$ cat config.mk
export PLATFORM = sky130hd
export DESIGN_NAME = ultrasonic_scheduler
export DESIGN_NICKNAME = d
export VERILOG_FILES = /design/src/rtl/ultrasonic_scheduler.sv
export SDC_FILE = /design/constraint.sdc
export NUM_CORES = 1
export LEC_CHECK = 0
export CAP_MARGIN = 20
export CORE_ASPECT_RATIO = 1.5
export CORE_MARGIN = 2
export CORE_UTILIZATION = 43
export DETAILED_ROUTE_END_ITERATION = 8
export GPL_ROUTABILITY_DRIVEN = 0
export HOLD_SLACK_MARGIN = 0.03
export SLEW_MARGIN = 0
export SYNTH_ARGS = -nofsm -noshare
export SYNTH_HDL_FRONTEND = slang
export SYNTH_SLANG_ARGS = --single-unit
$ cat constraint.sdc
create_clock -name clk -period 6.8 [get_ports clk]
set_input_delay 1.36 -clock clk [delete_from_list [all_inputs] [get_ports clk]]
set_output_delay 1.36 -clock clk [all_outputs]
set_load 0.02 [all_outputs]
$ cat src/rtl/ultrasonic_scheduler.sv
// rtl/ultrasonic_scheduler.sv - round-robin HC-SR04 scheduler sharing one echo timer
// Triggers one enabled sensor per slot, times its echo in cm, publishes distance and obstacle flags.
module ultrasonic_scheduler #(
    parameter int NUM_SENSORS = 3,
    parameter int TRIG_CYCLES = 120,
    parameter int CYC_PER_CM  = 696,
    parameter int MAX_CM      = 400,
    parameter int ECHO_WAIT   = 360000,
    parameter int GAP_CYCLES  = 720000,
    parameter int STOP_CM     = 20,
    parameter int HYST_CM     = 5
) (
    input  logic                        clk,
    input  logic                        rst,
    input  logic                        enable,
    input  logic [NUM_SENSORS-1:0]      sensor_en,
    input  logic [NUM_SENSORS-1:0]      echo,
    output logic [NUM_SENSORS-1:0]      trig,
    output logic [16*NUM_SENSORS-1:0]   dist_bus,
    output logic                        meas_valid,
    output logic [1:0]                  meas_idx,
    output logic [15:0]                 meas_dist,
    output logic                        meas_timeout,
    output logic [NUM_SENSORS-1:0]      obstacle,
    output logic                        obstacle_stop,
    output logic                        busy
);

    typedef enum logic [2:0] {IDLE, SELECT, TRIG, WAIT, MEASURE, PUBLISH, GAP} state_t;

    state_t                 state, next_state;
    logic [NUM_SENSORS-1:0] echo_s1, echo_s2, sel_onehot, trig_next;
    logic                   echo_sel, echo_d, echo_rise, echo_fall;
    logic                   en_sel, cm_tick;
    logic [1:0]             idx, idx_inc;
    logic [31:0]            cnt;
    logic [15:0]            pre, cm, pub_dist;
    logic                   pub_timeout;

    assign sel_onehot = NUM_SENSORS'(1) << idx;
    assign en_sel     = |(sensor_en & sel_onehot);
    assign echo_sel   = |(echo_s2 & sel_onehot);
    assign echo_rise  = echo_sel & ~echo_d;
    assign echo_fall  = ~echo_sel & echo_d;
    assign idx_inc    = (idx == 2'(NUM_SENSORS - 1)) ? 2'd0 : idx + 2'd1;
    assign cm_tick    = echo_sel && (pre == 16'(CYC_PER_CM - 1));

    always_ff @(posedge clk or posedge rst) begin
        if (rst) state <= IDLE;
        else     state <= next_state;
    end

    always_comb begin
        next_state  = state;
        pub_dist    = cm;
        pub_timeout = 1'b0;
        case (state)
            IDLE:    if (enable && |sensor_en) next_state = SELECT;
            SELECT: begin
                if (!(|sensor_en)) next_state = IDLE;
                else if (en_sel)   next_state = TRIG;
            end
            TRIG:    if (cnt == 32'(TRIG_CYCLES - 1)) next_state = WAIT;
            WAIT: begin
                if (echo_rise) begin
                    next_state = MEASURE;
                end else if (cnt == 32'(ECHO_WAIT - 1)) begin
                    next_state  = PUBLISH;
                    pub_dist    = 16'(MAX_CM);
                    pub_timeout = 1'b1;
                end
            end
            MEASURE: begin
                if (echo_fall) begin
                    next_state = PUBLISH;
                end else if (cm_tick && cm == 16'(MAX_CM - 1)) begin
                    // saturate without waiting for the rest of a long echo
                    next_state = PUBLISH;
                    pub_dist   = 16'(MAX_CM);
                end
            end
            PUBLISH: next_state = GAP;
            GAP: begin
                if (cnt == 32'(GAP_CYCLES - 1))
                    next_state = (enable && |sensor_en) ? SELECT : IDLE;
            end
            default: next_state = IDLE;
        endcase
    end

    always_comb begin
        busy          = (state != IDLE);
        obstacle_stop = |obstacle;
        trig_next     = (next_state == TRIG) ? sel_onehot : '0;
    end

    always_ff @(posedge clk or posedge rst) begin
        if (rst) begin
            echo_s1      <= '0;
            echo_s2      <= '0;
            echo_d       <= 1'b0;
            cnt          <= '0;
            idx          <= '0;
            pre          <= '0;
            cm           <= '0;
            trig         <= '0;
            meas_valid   <= 1'b0;
            meas_idx     <= '0;
            meas_dist    <= '0;
            meas_timeout <= 1'b0;
            dist_bus     <= '0;
            obstacle     <= '0;
        end else begin
            echo_s1    <= echo;
            echo_s2    <= echo_s1;
            echo_d     <= echo_sel;
            cnt        <= (next_state != state) ? 32'd0 : cnt + 32'd1;
            trig       <= trig_next;
            meas_valid <= (next_state == PUBLISH);

            if ((state == SELECT && next_state == SELECT) || (state == GAP && next_state != GAP))
                idx <= idx_inc;

            // the rise cycle itself is the first echo-high cycle counted
            if (state == WAIT && echo_rise) begin
                pre <= 16'd1;
                cm  <= '0;
            end else if (state == MEASURE && echo_sel) begin
                if (cm_tick) begin
                    pre <= '0;
                    cm  <= cm + 16'd1;
                end else begin
                    pre <= pre + 16'd1;
                end
            end

            if (next_state == PUBLISH) begin
                meas_idx     <= idx;
                meas_dist    <= pub_dist;
                meas_timeout <= pub_timeout;
                for (int i = 0; i < NUM_SENSORS; i++) begin
                    if (idx == 2'(i)) begin
                        dist_bus[16*i +: 16] <= pub_dist;
                        if (pub_timeout)
                            obstacle[i] <= 1'b0;
                        else if (pub_dist < 16'(STOP_CM))
                            obstacle[i] <= 1'b1;
                        else if (pub_dist >= 16'(STOP_CM + HYST_CM))
                            obstacle[i] <= 1'b0;
                    end
                end
            end
        end
    end

endmodule
==> reports/qor.yml, run 1 <==
status: "finished, final reports clean"
swShare_pct: 32.6
ant_nets: 0
crit_path_end_kind: "flip-flop"
path_cells: "clkdlybuf4s50_1 > mux2i_1 > o21ai_0 > o211ai_1 > o221a_2 > inv_1 > a211oi_4 > buf_4 > nand2_4 > mux2_4"
slew_headroom_pct: 33.4
root_buffer: "clkbuf_16"
wirelength_mm: 15.0
fin_ws_ps: 3060
r2r_setup_slack_ps: 3260
reg2reg_to: "dist_bus[4]$_DFFE_PP0P_"
grt.overflow.total: 0
wire_per_inst_um: 16.4
die_w_um: 108
arrival_ps: 4040
synth_area_leaders: "dfrtp_1, mux2_2, nor2_1, xnor2_1, mux2_4"
required_ps: 7100
area_delta_synth_final_pct: 23.0
clk_latency_ps: 420
htree_levels: 4
nets: 709
fp-row-count: 56
rr_worst_depth: 8
min_period_ps: 3740
p_comb_share_pct: 21.6
synth_edf_count: 0
power.share.sequential_pct: 42.5
power_frac_clock_pct: 35.9
finalSetupTns_ps: 0
crit_path_max_fanout: 27
yosys.area.top_type: "dfrtp_1"
core-area_um2: 15700
synth.top_cell.area_share_pct: 54.1
cts_tree: "built"
synthCells: 609
drive_gt1_share_pct: 15.2
yosysSeqAreaShare_pct: 54.1
fin_crit_sh_pct: 55.0
slowest_delay_ps: 430
hold_violations: 0
fmax_mhz: 267
grt_antenna_before_repair: 0
track_usage_pct: 18.7
rsz0062_at_grt: "false"
via_count: 4882
ys_ff_latch: 150
power_density_nw_per_um2: 285
syn_nets: 621
synthesis.area_um2: 6940
pre_cts_slack_ps: 2640
ys.warnings.count: 0
postSynthAreaPerCell_um2: 11.4
cap_violations: 0
finalSetupViolCount: 0
die-area_um2: 17200
p_int_mw: 1.64
ctsHoldBuffers: 0
hold_path_class: "reg -> reg"
power_switching_uw: 793
leakage_nw: 3.83
num_antenna_cells: 0
dp_hpwl_mm: 10.9
post-cts-setup-buffers: 0
timing.rr.start: "state[0]$_DFF_PP0_"
startpoint_type: "primary input"
firstDrtPassIters: 5
pin_count: 85
critPathKind: "in -> reg"
clk_pin_slew_ps: 70
p_total_mw: 2.43
routed_via_density: 5.35
tightest_slew_ps: 992
start_util_pct: 44.2
cts_sinks: 150
post_cts_resized: 0
worst_setup_path_startpoint: "sensor_en[2]"
grt_pass1_wl_mm: 25.8
synthFlopType: "dfrtp_1"
drtIter0Drc: 206
cts_buffers: 17
die_h_um: 160
fin_skew_ps: 10.9
slew_viol_final: 0
clockBufferDepth: 2
drc: 0
grt_pass1_vias: 5157
synthArstFlopShare_pct: 100
crit_slowest_cell: "clkdlybuf4s50_1"
cp-endpoint: "dist_bus[4]$_DFFE_PP0P_"
grt_max_degree: 104
dp_cells: 881
ir_drop_v: 0.000246
instances_no_fill: 913
synth_cell_types: 56
portBuffers: 84
## cells in the mapped netlist, types with 14 or more instances
| library cell | count |
|---|---|
| dfrtp_1 | 150 |
| nor2_1 | 83 |
| mux2_2 | 40 |
| xnor2_1 | 31 |
| nand2_1 | 30 |
| nand3_1 | 27 |
| xor2_1 | 23 |
| mux2_4 | 18 |
| and2_1 | 16 |
| inv_1 | 14 |
## state kept, by name (all words and copies together) (netlist names)
signal,count
dist_bus,48
cnt,32
cm,16
meas_dist,16
pre,16
echo_s1,3
echo_s2,3
obstacle,3
state,3
trig,3
idx,2
meas_idx,2
echo_d,1
meas_timeout,1
meas_valid,1
## power by group through the flow
stage          Combinational [mW]  Clock [mW]  Sequential, mW
5_1_grt                     0.575       0.944            1.04
3_5_place_dp                0.528           0            1.05
2_1_floorplan               0.354           0            1.04
3_3_place_gp                0.494           0            1.05
6_report                    0.526       0.874            1.03
4_1_cts                     0.529       0.894            1.03
## through the flow
| step | util, % | hold slack, ps | cell area, um2 |
|---|---|---|---|
| finish | 54.4 | 354 | 8540 |
| floorplan | - | 331 | 6940 |
| CTS | 54.4 | 359 | 8540 |
| global placement | 50.8 | 334 | 7970 |
| detailed placement | 50.9 | 350 | 7990 |
| global route | 54.4 | 373 | 8540 |
## cell type report
| class | count | area [um2] |
|---|---|---|
| fill | 1388 | 7160 |
| sequential | 150 | 3750 |
| multi-input combinational | 426 | 3040 |
| timing repair buffer | 88 | 878 |
| clock buffer | 19 | 443 |
| tap | 203 | 254 |
| clock inverter | 13 | 111 |
| inverter | 14 | 57.6 |
## how the worst min path moves through the flow
stage / cells after the start / to / from
6_report: 0 / echo_s2[0]$_DFF_PP0_ / echo_s1[0]$_DFF_PP0_
5_1_grt: 0 / echo_s2[0]$_DFF_PP0_ / echo_s1[0]$_DFF_PP0_
4_1_cts: 0 / echo_s2[0]$_DFF_PP0_ / echo_s1[0]$_DFF_PP0_
3_5_place_dp: 0 / echo_s2[1]$_DFF_PP0_ / echo_s1[1]$_DFF_PP0_
3_3_place_gp: 0 / echo_s2[0]$_DFF_PP0_ / echo_s1[0]$_DFF_PP0_
2_1_floorplan: 0 / echo_s2[0]$_DFF_PP0_ / echo_s1[0]$_DFF_PP0_
## cells in the final DEF, fill, tap and decap left out, types with 17 or more instances in the layout
master	synthesis	routed
clkbuf_16	0	17
xnor2_1	31	31
nand3_1	27	27
clkdlybuf4s50_1	0	84
nand2_1	30	30
nor2_1	83	83
mux2_4	18	18
mux2_2	40	40
dfrtp_1	150	150
xor2_1	23	23
## cell families after synthesis
group | synth area share [%]
simple gates | 19.5
flops | 54.1
mux | 12.3
xor+xnor | 6.81
compound gates | 4.63
buf+inv | 2.16
fa+ha+maj | 0.541
## critical path: cells and delay by family
kind	cells	cell delay, ps
AND/OR/NAND/NOR	1	300
buffers and inverters	3	920
AO/OA/AOI/OAI	4	880
multiplexers	2	560
## layer usage
layer  GRT usage, %  up-vias  wire, um
li1               -     2322         -
met1           21.4     2445      5970
met2           33.9       92      8320
met3           3.40       23       392
met4           6.82        0       329
met5              0        -         0
Note: power is estimated with default switching activity, not from simulation.
==> inputs of run 2 (changes only) <==
--- a/config.mk
+++ b/config.mk
@@ -12,6 +12,7 @@
 export DETAILED_ROUTE_END_ITERATION = 8
 export GPL_ROUTABILITY_DRIVEN = 0
 export HOLD_SLACK_MARGIN = 0.03
+export PLACE_DENSITY = 0.67
 export SLEW_MARGIN = 0
 export SYNTH_ARGS = -nofsm -noshare
 export SYNTH_HDL_FRONTEND = slang
==> constraint.sdc (replaced) <==
create_clock -name clk -period 3.42 [get_ports clk]
set_input_delay 0.684 -clock clk [delete_from_list [all_inputs] [get_ports clk]]
set_output_delay 0.684 -clock clk [all_outputs]
set_load 0.02 [all_outputs]
==> run 2 against run 1 <==
- combinational power grew 110%
- via count is 1.2% higher
- critical path depth decreased by 2
- total power rose by 100%
- sequential cell count stayed put
- wire length is 1.6% higher
- global-route usage about the same
- setup slack lost 2800 ps
- first-iteration DRC count rose by 29%
- largest cell class unchanged
- highest routed layer unchanged
==> reports/qor.yml, run 2 (synthesis results as in run 1) <==
status: "finished, final reports clean"
hold_path_class: "reg -> reg"
routed_via_density: 5.34  # about the same
area_delta_synth_final_pct: 25.3
nets: 722  # +1.8%
regArea_um2: 3750  # unchanged
start_util_pct: 44.2  # unchanged
wire_per_inst_um: 16.5  # +0.27%
finalSetupViolCount: 0  # unchanged
drive_gt1_share_pct: 16.9  # +1.7 points
hold_ws_ps: 354  # -0.165 ps
pin_count: 85  # unchanged
fp-row-count: 56  # unchanged
htree_levels: 4  # unchanged
grt_max_degree: 46  # -56%
core-area_um2: 15700  # unchanged
clockBufferDepth: 2  # unchanged
tightest_slew_ps: 909  # -82.5 ps
startpoint_type: "flip-flop"
cap_violations: 0  # unchanged
portBuffers: 84  # unchanged
arrival_ps: 3490  # -550 ps
grt_pass1_wl_mm: 25.7  # -0.30%
hold_violations: 0  # unchanged
wirelength_mm: 15.2  # +1.6%
ir_drop_v: 0.000335  # +36%
power_density_nw_per_um2: 567  # +99%
cts_tree: "built"
largest_register: "dist_bus"
firstDrtPassIters: 4  # -1
fillCellCount: 1386  # -0.14%
track_usage_pct: 18.7  # +0.026 points
crit_path_max_fanout: 17  # -37%
final_core_util_pct: 55.4  # +1.0 points
ant_nets: 0  # unchanged
num_antenna_cells: 0  # unchanged
crit_path_end_kind: "flip-flop"
drc: 0  # unchanged
rsz0062_at_grt: "false"
top_regs: "dist_bus (48), cnt (32)"
p_total_mw: 4.93  # +100%
post-cts-setup-buffers: 0  # unchanged
layout_commonest_cell: "dfrtp_1"
fin_crit_sh_pct: 93.3
cts_sinks: 150  # unchanged
die-area_um2: 17200  # unchanged
grt_antenna_before_repair: 0  # unchanged
root_buffer: "clkbuf_16"
largest_register_ff_count: 48  # unchanged
die_h_um: 160  # unchanged
critPathKind: "reg -> reg"
fmax_mhz: 314
multi_input_area_um2: 3050  # +0.21%
clk_latency_ps: 420  # about the same
required_ps: 3720  # -3380 ps
grt.overflow.total: 0  # unchanged
rr_worst_depth: 8  # unchanged
slew_viol_final: 0  # unchanged
grt_pass1_vias: 5227  # +1.4%
fin_skew_ps: 10.8  # -0.146 ps
via_count: 4943  # +1.2%
clk_pin_slew_ps: 60  # about the same
finalSetupTns_ps: 0  # unchanged
min_period_ps: 3190
dp_hpwl_mm: 11.0  # +1.5%
die_w_um: 108  # unchanged
holdPathStages: 0  # unchanged
final_cell_mix: "dfrtp_1, clkdlybuf4s50_1, nor2_1, mux2_2, xnor2_1"
leakage_nw: 3.92  # +2.4%
cts_buffers: 17  # unchanged
drtIter0Drc: 265  # +29%
slew_headroom_pct: 39.3  # +5.9 points
run 2: area by class of cell:
cell class                 instances  area share, %
clock buffer                      17           4.89
clock inverter                    14           1.61
inverter                          14          0.647
multi-input combinational        426           35.1
sequential                       150           43.2
tap                              203           2.92
timing repair buffer             101           11.7
run 2: critical path, stage by stage, from the launching register on:
cell,delay [ps]
dfrtp_1,390
nand3_1,230
or4b_2,660
o32ai_1,330
a211oi_1,130
buf_4,170
a211oi_4,470
nand2_4,310
mux2_4,370
run 2: through the flow:
stage                     instances  setup slack (ps)  instance area, um2
after floorplan                 609               424                6940
after global routing            925              11.3                8700
after CTS                       925               162                8690
after global placement          894               148                8120
final                           925               231                8700
after detailed placement        894               119                8120
run 2: report_power, final:
| group | internal [mW] | switching [mW] | total [mW] | leakage (nW) |
|---|---|---|---|---|
| logic | 0.432 | 0.681 | 1.11 | 1.59 |
| clock network | 1.02 | 0.774 | 1.79 | 0.267 |
| registers | 1.89 | 0.132 | 2.03 | 2.06 |
run 2: final timing paths:
kind	start	end	slack, ps
setup / recovery	cnt[5]$_DFF_PP0_	dist_bus[5]$_DFFE_PP0P_	230
hold / removal	echo_s1[2]$_DFF_PP0_	echo_s2[2]$_DFF_PP0_	350
setup reg to reg	cnt[5]$_DFF_PP0_	dist_bus[5]$_DFFE_PP0P_	230
hold reg to reg	echo_s1[2]$_DFF_PP0_	echo_s2[2]$_DFF_PP0_	350
max in group asynchronous	rst	cm[1]$_DFFE_PP0P_	1900
min in group asynchronous	rst	cnt[10]$_DFF_PP0_	800
run 2: repair_timing:
action,CTS,global route
endpoints found under the setup margin,0,49
hold buffers,0,0
resized for setup,0,1
run 2: per-layer routing:
layer / vias up / share of wire, % / GRT usage (%) / routed length [um]
met2: 95 / 55 / 33.9 / 8340
met4: 0 / 1.7 / 6.53 / 252
li1: 2333 / - / - / -
met1: 2494 / 41 / 21.2 / 6200
met3: 21 / 3.0 / 4.09 / 454
met5: - / 0 / 0 / 0
==> RTL change (config.mk and constraints of run 1) <==
Put one more register stage on the output `dist_bus`, with the module's reset. The value now appears one clock later. The other outputs are not delayed to match.
--- a/src/rtl/ultrasonic_scheduler.sv
+++ b/src/rtl/ultrasonic_scheduler.sv
@@ -27,6 +27,8 @@
 );
 
     typedef enum logic [2:0] {IDLE, SELECT, TRIG, WAIT, MEASURE, PUBLISH, GAP} state_t;
+
+    logic [16*NUM_SENSORS-1:0] dist_bus_s0;
 
     state_t                 state, next_state;
     logic [NUM_SENSORS-1:0] echo_s1, echo_s2, sel_onehot, trig_next;
@@ -108,7 +110,7 @@
             meas_idx     <= '0;
             meas_dist    <= '0;
             meas_timeout <= 1'b0;
-            dist_bus     <= '0;
+            dist_bus_s0  <= '0;
             obstacle     <= '0;
         end else begin
             echo_s1    <= echo;
@@ -140,7 +142,7 @@
                 meas_timeout <= pub_timeout;
                 for (int i = 0; i < NUM_SENSORS; i++) begin
                     if (idx == 2'(i)) begin
-                        dist_bus[16*i +: 16] <= pub_dist;
+                        dist_bus_s0[16*i +: 16] <= pub_dist;
                         if (pub_timeout)
                             obstacle[i] <= 1'b0;
                         else if (pub_dist < 16'(STOP_CM))
@@ -153,4 +155,12 @@
         end
     end
 
+    always_ff @(posedge clk or posedge rst) begin
+        if (rst) begin
+            dist_bus <= '0;
+        end else begin
+            dist_bus <= dist_bus_s0;
+        end
+    end
+
 endmodule
Behaviour: no difference found for any inputs over 10 cycles, from zero or initial values and one cycle with rst high; that may be too few to reach the edited logic, so the function may still have changed.
==> RTL change against run 1 <==
  * Sequential power is 27% higher
  * Clock power is 13% higher
  * Synthesized area is 19% higher
  * Register-to-register slack worse by 0.43 ns
  * Setup slack worse by 0.47 ns
  * Design area is 16% higher
  * Sequential cell count is 48 higher
  * Utilization is 1.9 points lower
  * Count of clock-buffer cells in the layout is 1 lower
  * Wire length is 10% higher
  * First-iteration DRC count is 86% higher
  * Synthesized cell count is 11% higher
  * Power is 15% higher
  * Critical endpoint is now dist_bus_s0[44]
==> RTL change: results (changes against run 1) <==
metric;value;unit;change
status;completed;;
maximum vdd drop;175;uV;-29%
Register-to-Register Setup Slack;2.83;ns;-0.43 ns
Detailed Routing Iterations Pass 1;4;;-1
Hold Worst Slack;0.354;ns;+0.000440 ns
detailed-route wire length per cell;16.1;microns;-2.1%
post-CTS setup buffer count;0;;unchanged
Vias/cell;5.27;;-1.4%
Top Registers;dist_bus (48), dist_bus_s0 (48), cnt (32);;
Hold Path Stages;0;;unchanged
post-synth cell types;58;;+3.6%
min cycle time layout;4.21;ns;+0.473 ns
Ys Warns;0;;unchanged
Starting DRT DRC Count;384;;+86%
Largest delay share family, worst path;compound AO/OA/AOI/OAI gates;;
P_leak;4.39;nW;+15%
Total GRT Usage;17.3;%;-1.3 points
pre-CTS setup slack;2.10;ns;-0.545 ns
worst reg2reg path startpoint;pre[3];;
Synth Net Count;687;;+11%
worst hold endpoint;echo_s2[0];;
vias in the first global route;5594;;+8.5%
worst slew pin tran;1.08;ns;+0.0855 ns
DP HPWL;11.6;mm;+6.6%
largest net degree at the start of global routing;136;;+31%
clock-pin slew on the worst setup and hold paths;0.08;ns;
ranking of synthesized cells by area;dfrtp_1 60%, mux2_2 7.9%, xnor2_1 3.2%;;
share of cells above drive strength 1;15.7;%;+0.46 points
final clock skew;0.0187;ns;+0.00780 ns
cell total after placement;996;;+13%
Worst Reg2Reg Path Length in Cells;6;;-2
Mean Syn Cell Area;12.2;sq um;+7.0%
Worst-Skew Late Latency;0.44;ns;+0.02 ns
Crit. Startpoint;sensor_en[2];;
H-tree levels;4;;unchanged
sequential area share after synthesis;60.2;%;+6.1 points
CP max FO;17;;-37%
Nets;771;;+8.7%
Placed Area;0.00935;sq mm;+17%
Final Non-Filler Cells;1028;;+13%
most common library cells after synthesis;198 x dfrtp_1, 58 x mux2_2, 50 x nor3_1;;
FF-to-FF End;dist_bus_s0[44];;
arrival time at the worst endpoint;4.53;ns;+0.49 ns
first-pass GRT wire length;27.7;mm;+7.7%
slowest stage cell on the critical path;a211oi_4;;
number of diodes;0;;unchanged
Worst path max stage delay;0.98;ns;+0.55 ns
-- RTL change: changes by cell type after synthesis, moves of 4 or more --
| cell | before | now |
|---|---|---|
| nor2_1 | 83 | 44 |
| a21oi_1 | 10 | 16 |
| dfrtp_1 | 150 | 198 |
| and4_1 | 7 | 3 |
| xor2_1 | 23 | 16 |
| o21ai_0 | 13 | 17 |
| mux2_4 | 18 | 9 |
| nor3_1 | 11 | 50 |
| mux2_2 | 40 | 58 |
| a211o_1 | 0 | 4 |
| mux2_1 | 9 | 1 |
| inv_1 | 14 | 18 |
-- RTL change: area by class of cell --
| type | instances | area, sq um |
|---|---|---|
| fill | 1681 | 8980 |
| inverter | 19 | 78.8 |
| timing repair buffer | 89 | 878 |
| tap | 256 | 320 |
| sequential | 198 | 4950 |
| multi-input combinational | 434 | 3120 |
| clock inverter | 14 | 158 |
| clock buffer | 18 | 439 |
-- RTL change: layer usage --
layer	track usage (%)	vias up	routed length [microns]
met4	5.88	0	260
li1	-	2565	-
met1	20.0	2743	6640
met5	0	-	0
met2	31.4	86	9240
met3	3.46	26	400
-- RTL change: worst reg2reg max path: stages, from the launching register on --
cell,delay [ns]
dfrtp_1,0.44
or4_4,0.57
nor4_4,0.42
nand4_1,0.46
o21a_1,0.53
a211oi_4,0.99
mux2_2,0.44
-- RTL change: power by group --
group          switching, mW  leakage [nW]  internal, mW
Clock                  0.485         0.289         0.502
Sequential            0.0746          2.73          1.23
Combinational          0.322          1.37         0.184
-- RTL change: cell families after synthesis --
logic type / count (synthesis) / share of synthesized area [%]
xor+xnor: 46 / 4.90
fa+ha+maj: 3 / 0.456
buf+inv: 43 / 2.26
flops: 198 / 60.2
simple gates: 251 / 16.5
compound gates: 63 / 5.61
mux: 71 / 10.1
